$ cat config.mk
export PLATFORM = sky130hd
export DESIGN_NAME = decode_stage
export DESIGN_NICKNAME = d
export VERILOG_FILES = /design/src/rtl/decode_stage_pkg.sv /design/src/rtl/decode_stage_fields.sv /design/src/rtl/decode_stage.sv
export SDC_FILE = /design/constraint.sdc
export NUM_CORES = 1
export LEC_CHECK = 0
export ABC_CLOCK_PERIOD_IN_PS = 1500
export BUFFER_PORTS_ARGS = -buffer_cell sky130_fd_sc_hd__buf_2
export CORE_AREA = 2 2 77 79
export CTS_BUF_LIST = sky130_fd_sc_hd__clkbuf_2 sky130_fd_sc_hd__clkbuf_4 sky130_fd_sc_hd__clkbuf_8
export DETAILED_ROUTE_END_ITERATION = 7
export DIE_AREA = 0 0 79 81
export MAX_ROUTING_LAYER = met4
export PLACE_DENSITY_LB_ADDON = 0.12
export SYNTH_ARGS = -nofsm -noshare
export SYNTH_HDL_FRONTEND = slang
export SYNTH_SLANG_ARGS = --single-unit
$ cat constraint.sdc
create_clock -name clk -period 1.5 [get_ports clk]
set_input_delay 0.15 -clock clk [delete_from_list [all_inputs] [get_ports clk]]
set_output_delay 0.15 -clock clk [all_outputs]
set_load 0.1 [all_outputs]
$ cat src/rtl/decode_stage_pkg.sv
// -----------------------------------------------------------------------------
// decode_stage_pkg
// Shared constants for the instruction-decode stage: opcode values, the
// legal-opcode list, FSM state encodings, instruction field positions and the
// decoded-field bundle passed between decode_fields and decode_stage.
// Optional build macro: DECODE_ILLEGAL_EN (uses opcode_legal below).
// -----------------------------------------------------------------------------
package decode_stage_pkg;

    // Short (single-word) opcodes. Bit 7 set marks the two-word variant.
    localparam logic [7:0] OPC_NOP     = 8'h00;
    localparam logic [7:0] OPC_ADD     = 8'h01;
    localparam logic [7:0] OPC_SUB     = 8'h02;
    localparam logic [7:0] OPC_AND     = 8'h03;
    localparam logic [7:0] OPC_OR      = 8'h04;
    localparam logic [7:0] OPC_XOR     = 8'h05;
    localparam logic [7:0] OPC_MOV     = 8'h06;
    localparam logic [7:0] OPC_LD      = 8'h10;
    localparam logic [7:0] OPC_ST      = 8'h11;
    localparam logic [7:0] OPC_PUSH    = 8'h12;
    localparam logic [7:0] OPC_POP     = 8'h13;
    localparam logic [7:0] OPC_JMP     = 8'h20;
    localparam logic [7:0] OPC_SET     = 8'h21;
    // MOVB Rn, #imm8: one opcode per destination register, consecutive.
    localparam logic [7:0] OPC_MOVB_R0 = 8'h30;
    localparam logic [7:0] OPC_MOVB_R7 = 8'h37;
    // Two-word opcodes with dedicated decode behaviour.
    localparam logic [7:0] OPC_LDI     = 8'h90;
    localparam logic [7:0] OPC_STI     = 8'h91;
    localparam logic [7:0] OPC_PUSHI   = 8'h92;
    localparam logic [7:0] OPC_JMPI    = 8'hA0;

    // Field positions inside an opcode word.
    localparam int OPC_MSB  = 15;
    localparam int OPC_LSB  = 8;
    localparam int RD_MSB   = 2;
    localparam int RD_LSB   = 0;
    localparam int RS_MSB   = 5;
    localparam int RS_LSB   = 3;
    localparam int MEMB_BIT = 7;
    localparam int DISP_BIT = 6;
    localparam int COND_MSB = 6;
    localparam int COND_LSB = 3;
    localparam int IMM8_MSB = 7;

    typedef enum logic {
        S_OP  = 1'b0,
        S_IMM = 1'b1
    } state_t;

    typedef struct packed {
        logic [7:0] alu_control;
        logic [2:0] rd_sel;
        logic [2:0] rs_sel;
        logic       en_immediate;
        logic       two_word;
        logic       en_mem;
        logic       mem_byte;
        logic       mem_displacement;
        logic [3:0] condition;
    } fields_t;

    // Legal-opcode list: the short opcodes the core implements.
    function automatic logic opcode_listed(input logic [7:0] opc);
        case (opc)
            OPC_NOP, OPC_ADD, OPC_SUB, OPC_AND, OPC_OR, OPC_XOR, OPC_MOV,
            OPC_LD, OPC_ST, OPC_PUSH, OPC_POP, OPC_JMP, OPC_SET: return 1'b1;
            default: return 1'b0;
        endcase
    endfunction

    // Listed opcodes, their bit-7 (two-word) variants and MOVB are legal.
    function automatic logic opcode_legal(input logic [7:0] opc);
        return opcode_listed(opc)
            || (opc[7] && opcode_listed({1'b0, opc[6:0]}))
            || ((opc >= OPC_MOVB_R0) && (opc <= OPC_MOVB_R7));
    endfunction

endpackage

$ cat src/rtl/decode_stage_fields.sv
// -----------------------------------------------------------------------------
// decode_fields
// Purely combinational decode of one opcode word into instruction fields.
// Used both for single-word instructions and for the first word of a
// two-word instruction that gets staged until its immediate arrives.
// Ports:
//   word    in   DATA_W  opcode word (bits above 15 ignored)
//   fields  out  bundle  decoded fields
//   imm     out  DATA_W  MOVB immediate, zero for everything else
//   illegal out  1       undefined opcode (only with DECODE_ILLEGAL_EN)
// -----------------------------------------------------------------------------
module decode_fields
    import decode_stage_pkg::*;
#(
    parameter int DATA_W    = 16,
    parameter int SP_REG    = 7,
    parameter int MOVB_SEXT = 0
) (
    input  logic [DATA_W-1:0] word,
    output fields_t           fields,
    output logic [DATA_W-1:0] imm
`ifdef DECODE_ILLEGAL_EN
    ,
    output logic              illegal
`endif
);

    logic [7:0] opc;
    logic       is_movb;

    assign opc     = word[OPC_MSB:OPC_LSB];
    assign is_movb = (opc >= OPC_MOVB_R0) && (opc <= OPC_MOVB_R7);

    // Wide words carry nothing useful above bit 15 in an opcode word.
    if (DATA_W > 16) begin : g_hi
        logic unused_hi;
        assign unused_hi = ^word[DATA_W-1:16];
    end

    always_comb begin
        fields = '0;
        imm    = '0;

        fields.alu_control  = {1'b0, opc[6:0]};
        fields.rd_sel       = word[RD_MSB:RD_LSB];
        fields.en_immediate = opc[7];
        fields.two_word     = opc[7];

        if ((opc == OPC_PUSH) || (opc == OPC_POP) || (opc == OPC_PUSHI)) begin
            fields.rs_sel = 3'(SP_REG);
        end else begin
            fields.rs_sel = word[RS_MSB:RS_LSB];
        end

        case (opc)
            OPC_ST, OPC_LD, OPC_LDI, OPC_STI, OPC_PUSH, OPC_PUSHI, OPC_POP: begin
                fields.en_mem   = 1'b1;
                fields.mem_byte = word[MEMB_BIT];
            end
            default: ;
        endcase

        if ((opc == OPC_LDI) || (opc == OPC_STI)) begin
            fields.mem_displacement = word[DISP_BIT];
        end

        if ((opc == OPC_JMP) || (opc == OPC_JMPI) || (opc == OPC_SET)) begin
            fields.condition = word[COND_MSB:COND_LSB];
        end

        // MOVB carries its 8-bit immediate in the opcode word itself.
        if (is_movb) begin
            fields.alu_control  = OPC_MOV;
            fields.rd_sel       = opc[2:0];
            fields.en_immediate = 1'b1;
            fields.two_word     = 1'b0;
            if (MOVB_SEXT != 0) begin
                imm = {{(DATA_W-8){word[IMM8_MSB]}}, word[IMM8_MSB:0]};
            end else begin
                imm = {{(DATA_W-8){1'b0}}, word[IMM8_MSB:0]};
            end
        end

`ifdef DECODE_ILLEGAL_EN
        illegal = 1'b0;
        // An undefined opcode becomes a harmless single-word NOP.
        if (!opcode_legal(opc)) begin
            illegal             = 1'b1;
            fields.alu_control  = OPC_NOP;
            fields.en_mem       = 1'b0;
            fields.mem_byte     = 1'b0;
            fields.two_word     = 1'b0;
            fields.en_immediate = 1'b0;
        end
`endif
    end

endmodule

$ cat src/rtl/decode_stage.sv
// -----------------------------------------------------------------------------
// decode_stage
// Handshaked instruction-decode stage between fetch and register-read/ALU.
// Assembles two-word (opcode + immediate) instructions and emits one decoded
// instruction per output transfer. Optional build macro DECODE_ILLEGAL_EN adds
// the illegal output and turns undefined opcodes into single-word NOPs.
// Ports:
//   clk, rst_n            clock, asynchronous active-low reset
//   flush                 drop any partial or held instruction
//   in_valid/in_ready     input word handshake, in_word is the word
//   out_valid/out_ready   decoded instruction handshake
//   alu_control, rD_sel, rS_sel, immediate, en_immediate, two_word,
//   en_mem, mem_byte, mem_displacement, condition, illegal  decoded fields
// -----------------------------------------------------------------------------
module decode_stage
    import decode_stage_pkg::*;
#(
    parameter int DATA_W    = 16,
    parameter int SP_REG    = 7,
    parameter int MOVB_SEXT = 0
) (
    input  logic              clk,
    input  logic              rst_n,
    input  logic              flush,
    input  logic              in_valid,
    output logic              in_ready,
    input  logic [DATA_W-1:0] in_word,
    output logic              out_valid,
    input  logic              out_ready,
    output logic [7:0]        alu_control,
    output logic [2:0]        rD_sel,
    output logic [2:0]        rS_sel,
    output logic [DATA_W-1:0] immediate,
    output logic              en_immediate,
    output logic              two_word,
    output logic              en_mem,
    output logic              mem_byte,
    output logic              mem_displacement,
    output logic [3:0]        condition
`ifdef DECODE_ILLEGAL_EN
    ,
    output logic              illegal
`endif
);

    state_t            state_q, state_d;
    logic              out_valid_q, out_valid_d;
    fields_t           out_q, out_d;
    fields_t           stage_q, stage_d;
    logic [DATA_W-1:0] imm_q, imm_d;

    fields_t           dec;
    logic [DATA_W-1:0] dec_imm;
    logic              in_xfer;
    logic              out_xfer;

`ifdef DECODE_ILLEGAL_EN
    logic              illegal_q, illegal_d;
    logic              dec_illegal;
`endif

    decode_fields #(
        .DATA_W    (DATA_W),
        .SP_REG    (SP_REG),
        .MOVB_SEXT (MOVB_SEXT)
    ) u_fields (
        .word    (in_word),
        .fields  (dec),
        .imm     (dec_imm)
`ifdef DECODE_ILLEGAL_EN
        ,
        .illegal (dec_illegal)
`endif
    );

    // Same rule in both states: a word may enter only when the output slot
    // is free or being drained this cycle.
    assign in_ready = !flush && (!out_valid_q || out_ready);
    assign in_xfer  = in_valid && in_ready;
    assign out_xfer = out_valid_q && out_ready;

    always_comb begin
        state_d     = state_q;
        out_valid_d = out_valid_q;
        out_d       = out_q;
        stage_d     = stage_q;
        imm_d       = imm_q;
`ifdef DECODE_ILLEGAL_EN
        illegal_d   = illegal_q;
`endif

        if (flush) begin
            state_d     = S_OP;
            out_valid_d = 1'b0;
        end else begin
            if (out_xfer) begin
                out_valid_d = 1'b0;
            end
            if (in_xfer) begin
                if (state_q == S_OP) begin
                    if (dec.two_word) begin
                        // First half only: the output slot is left alone.
                        stage_d = dec;
                        state_d = S_IMM;
                    end else begin
                        out_d       = dec;
                        imm_d       = dec_imm;
                        out_valid_d = 1'b1;
`ifdef DECODE_ILLEGAL_EN
                        illegal_d   = dec_illegal;
`endif
                    end
                end else begin
                    out_d       = stage_q;
                    imm_d       = in_word;
                    out_valid_d = 1'b1;
                    state_d     = S_OP;
`ifdef DECODE_ILLEGAL_EN
                    illegal_d   = 1'b0;
`endif
                end
            end
        end
    end

    always_ff @(posedge clk or negedge rst_n) begin
        if (!rst_n) begin
            state_q     <= S_OP;
            out_valid_q <= 1'b0;
            out_q       <= '0;
            stage_q     <= '0;
            imm_q       <= '0;
`ifdef DECODE_ILLEGAL_EN
            illegal_q   <= 1'b0;
`endif
        end else begin
            state_q     <= state_d;
            out_valid_q <= out_valid_d;
            out_q       <= out_d;
            stage_q     <= stage_d;
            imm_q       <= imm_d;
`ifdef DECODE_ILLEGAL_EN
            illegal_q   <= illegal_d;
`endif
        end
    end

    assign out_valid        = out_valid_q;
    assign alu_control      = out_q.alu_control;
    assign rD_sel           = out_q.rd_sel;
    assign rS_sel           = out_q.rs_sel;
    assign immediate        = imm_q;
    assign en_immediate     = out_q.en_immediate;
    assign two_word         = out_q.two_word;
    assign en_mem           = out_q.en_mem;
    assign mem_byte         = out_q.mem_byte;
    assign mem_displacement = out_q.mem_displacement;
    assign condition        = out_q.condition;
`ifdef DECODE_ILLEGAL_EN
    assign illegal          = illegal_q;
`endif

endmodule

# After elaboration in Yosys (flattened, before gate mapping)
# Index checks and enable logic that the tools add are counted.
totals:
  reg_bits: 64
  latchBits: 0
  ram_bits: 0
  rom_bits: 0
  output_inout_bits: 41
  memories: 0
op_classes:
  addsub: 0
  multipliers: 0
  n_div: 0
  n_lt_le_gt_ge: 2
  n_eq_ne: 11
  shifts: 0
  mux: 20
  bitwise_logic: 2
  n_reduce_logical: 16
op_table:
  columns: ["cell", "n"]
  rows:
  - ["$mux W23", 2]
  - ["$eq A8 B5 Y1 const B", 4]
  - ["$eq A8 B8 Y1 const B", 4]
  - ["$mux W16", 2]
  - ["$eq A8 B6 Y1 const B", 2]
  - ["$mux W1", 10]
  - ["$mux W10", 1]
  - ["$ge A8 B6 Y1 const B", 1]
  - ["$le A8 B6 Y1 const B", 1]
  - ["$mux W8", 1]
  - ["$reduce_or A7 Y1", 1]
  - ["$logic_or A1 B1 Y1", 6]
  - ["$logic_and A1 B1 Y1", 4]
  - ["$mux W2", 2]
  - ["$mux W4", 1]
  - ["$reduce_and A4 Y1", 1]
  - ["$mux W3", 1]
  - ["$reduce_and A3 Y1", 1]
  - ["$logic_not A1 Y1", 2]
  - ["$ne A2 B2 Y1 const B", 1]
  - ["$not A1 Y1", 2]
  - ["$reduce_bool A2 Y1", 1]

# Longest topological paths before layout
depth:
  word_depth: 7
  ltp_mapped: 6

# Modules after synthesis
# A second synthesis with hierarchy kept.
hier_totals:
  hier_cells: 291
  hier_area_um2: 3274.4
modules_own_cells:
  columns: ["module", "n_inst", "cells_per_inst", "area_each_um2"]
  rows:
  - ["decode_stage", 1, 240, 2911.5]
  - ["decode_fields", 1, 51, 362.8]

# Worst setup path before layout
# OpenSTA, ideal clock, no wires.
synth_path:
  path_type: "register to output"
  startpoint: "reg out_valid_q, in the netlist out_valid"
  endpoint: "out in_ready"
  arrival_ns: 2.315
  required_time_ns: 1.350
  setup_slack_ns: -0.965
  path_stages_with_launch: 3
  path_buffers: 0
  path_cell_list: "dfrtp_1 nor2b_1 nor2_1"
synth_via:
  elab_chain_cells: 3
synth_rtl:
  columns: ["item", "line", "source"]
  rows:
  - ["start, declared", "decode_stage.sv:47", "logic out_valid_q, out_valid_d;"]
  - ["start signal, assigned", "decode_stage.sv:138", "out_valid_q <= out_valid_d;"]
  - ["$logic_not A1 Y1", "decode_stage.sv:78", "assign in_ready = !flush && (!out_valid_q || out_ready);"]
  - ["$logic_or A1 B1 Y1", "decode_stage.sv:78", null]
  - ["$logic_and A1 B1 Y1", "decode_stage.sv:78", null]
  - ["end, declared", "decode_stage.sv:26", "output logic in_ready,"]
# Every way passes these cells.

# Worst setup path after layout
# Same ends and word-level chain as after synthesis.

==> impl_metrics.ini <==
[run_status]
outcome = completed

[worst_hold_path]
worstHoldPathCells = 3
min_path_type = input pin to flop
worstHoldStart = in_word[7]
holdPathEnd = immediate[7]

[placed_design]
io_buffers = 60
routabilityCongestion = 0.7858
dpl.hpwl_um = 4555
dpl.cell_count = 398

[die]
die_x_um = 79
die_h_um = 81
die_area_um2 = 6399
num_rows = 28
fp.coreArea_um2 = 5675
initial_core_util = 0.4720
number_of_top_level_pins = 62

[clocking]
cts.repair_timing.setup_buffer_count = 0
cts_inserted_buffers = 9
cts.root.buffer_cell = clkbuf_8
cts_buffer_depth = 2
numClockSinks = 62
number_of_levels_in_the_clock_h_tree = 3
clock_tree_from_tritoncts = done
clock_insertion_delay_worst_skew_ns = 0.34
cts.clk_slew.worst_paths_ns = 0.06

[sta]
fin_worst_skew_ns = 0.005355
rsz0062_at_grt = false
final_worst_hold_slack_ns = 0.07795
hold_violations = 0
final_period_util = 0.9471
maxSlewViolCount = 0
finalSetupViolCount = 0
final.min_clock_period_ns = 1.421
max_freq_mhz = 703.9

[logic_synthesis]
synth_enable_flop_cells = 0
yosys-top-cells-area = dfrtp_1 58%, nand2_1 5.9%, a22o_1 3.9%
mappedNetlistArea_um2 = 2679
yosysTopAreaCellShare = 0.5792
syn_area_per_cell_um2 = 10.85
synth-seq-area-share = 0.5792
ys_dominant_reg_cell = dfrtp_1
yosysMostFrequentCell = dfrtp_1
syn_nets = 268
synth_commonest_cells = 62 x dfrtp_1, 42 x nand2_1, 19 x o21ai_0
synthArstFlopShare = 1.000
synthesis.yosys.warnings = 0
synthDominantAreaCellType = dfrtp_1
ys_types = 41
syn-instance-count = 247
ys_seq_elements = 62

[drt]
vias = 2169
post_route_antenna_net_violation_count = 0
drt_first_pass_iters = 4
post-route-drc-count = 0
drt-initial-drc-count = 76
routed_wl_um = 6540
drt-vias-per-instance = 5.265
average_wire_length_per_cell_after_detail_routing_um = 15.87

[worst_setup_path]
critical_path.endpoint_type = output port
timing.critical_path.slowest_cell_delay_ns = 0.48
worst-endpoint-arrival_ns = 1.27
timing.critical_path.from_type = flop
cp.required_ns = 1.35
reg2reg_setup_slack_ns = 0.09
r2r-start = state_q
critical_path.top_delay_family = flip-flops
reg2reg_depth = 5
cpMaxStageDelayCell = dfrtp_4
r2r_end = stage_q[21]
critical_path.max_fanout = 4
timing_worst_setup_path_type = flop to output port
critPathBufInv = 1
worstPathCellList = nor2b_4 > nor2_4 > buf_12

[power_and_ir_drop]
cellLeakagePower_uw = 0.001728
power_per_cell_area_nw_per_um2 = 1536
peakVddDrop_uv = 776.4

[final_layout]
syn2layout_area_growth_pct = 31.99
final_core_utilization = 0.6230
multi_input_area_um2 = 1099
antenna-diode-count = 0
layout.cells.non_filler = 412
final_layout_size_suffix_gt1_frac = 0.3976
sequential_cell_area_um2 = 1555
fillers = 496
nets = 355

[grt]
number_of_global_route_vias_before_repair = 2128
antenna_found_initial = 0
grt_pass1_wl_um = 10650
grt.overflow.total = 0
globalRouteTotalUtil = 0.2283
grt_start_max_net_pins = 63

[flow_run]
timing.max_cap.violations = 0
## stage by stage
stage          cell area (um2)  setup TNS, ns  power, uW  setup slack [ns]
6_report                  3536              0       5430           0.07934
2_1_floorplan             2728         -1.604       3691           -0.2307
3_5_place_dp              3322         -3.194       4129           -0.2195
5_1_grt                   3536              0       5639          0.004671
3_3_place_gp              3322         -3.178       4104           -0.2613
4_1_cts                   3507              0       5462          0.008695
## state kept, by name (all words and copies together), names as in the netlist, 3 cells and up
signal       cells
stage_q         22
immediate       16
alu_control      7
condition        4
rD_sel           3
rS_sel           3
## worst register-to-register path: stages (launching register included)
cell and delay [ns]:
dfrtp_1 0.42, nor2b_1 0.13, buf_4 0.15, nand3_4 0.13, buf_4 0.21, mux2_2 0.27
## layout make-up
cell class                 instances  share of cell area
clock buffer                      13             0.04883
multi-input combinational        167              0.3107
timing repair buffer              91              0.1695
tap                               75             0.02654
sequential                        62              0.4398
inverter                           3            0.003185
clock inverter                     1            0.001415
## report_power, final
| group | internal, uW | switching (uW) | total [uW] |
|---|---|---|---|
| combinational | 398 | 1640 | 2040 |
| sequential | 1930 | 132 | 2060 |
| clock | 733 | 597 | 1330 |
## placed cells by master (no fill, tap or decap), types with 8 or more instances in the layout
cell type / Yosys / final
dfrtp_1: 62 / 61
buf_2: 1 / 59
nand2_1: 42 / 42
buf_4: 1 / 24
o21ai_0: 19 / 19
a22o_1: 12 / 12
nor2_1: 13 / 12
clkbuf_8: 0 / 12
mux2_2: 8 / 8
o21ai_2: 8 / 8
## worst max-delay path by stage
| stage | to | slack, ns | startpoint | cells after the start |
|---|---|---|---|---|
| after floorplan | in_ready | -0.23 | out_valid | 2 |
| after global placement | stage_q[4] | -0.26 | in_word[14] | 6 |
| after detailed placement | stage_q[4] | -0.22 | in_word[14] | 6 |
| after CTS | condition[1] | 0.009 | out_valid | 5 |
| after global routing | rS_sel[1] | 0.005 | state_q | 5 |
| final | in_ready | 0.08 | out_valid | 3 |
## repair_timing
action / in CTS / in global routing
resized for setup: 1 / 7
setup endpoints to repair: 1 / 21
hold buffers: 1 / 0
pin swaps: 1 / 0
hold endpoints to repair: 62 / 0
## kinds of logic (layout without fill, tap and decap cells)
group / count (synthesis) / in the layout / synth area share
AND/OR/NAND/NOR: 90 / 90 / 0.1630
AO/OA/AOI/OAI: 63 / 63 / 0.1714
flip-flops: 62 / 62 / 0.5792
buffers and inverters: 18 / 108 / 0.03269
multiplexers: 13 / 13 / 0.05231
other: 1 / 1 / 0.001400
## per-layer routing
layer / global-route usage / vias up / part of all wire
li1: - / 1053 / -
met1: 0.3024 / 1060 / 0.47
met2: 0.3432 / 44 / 0.47
met3: 0.03889 / 12 / 0.037
met4: 0.1121 / 0 / 0.018
met5: - / - / 0
Note: power is estimated with default switching activity, not from simulation.
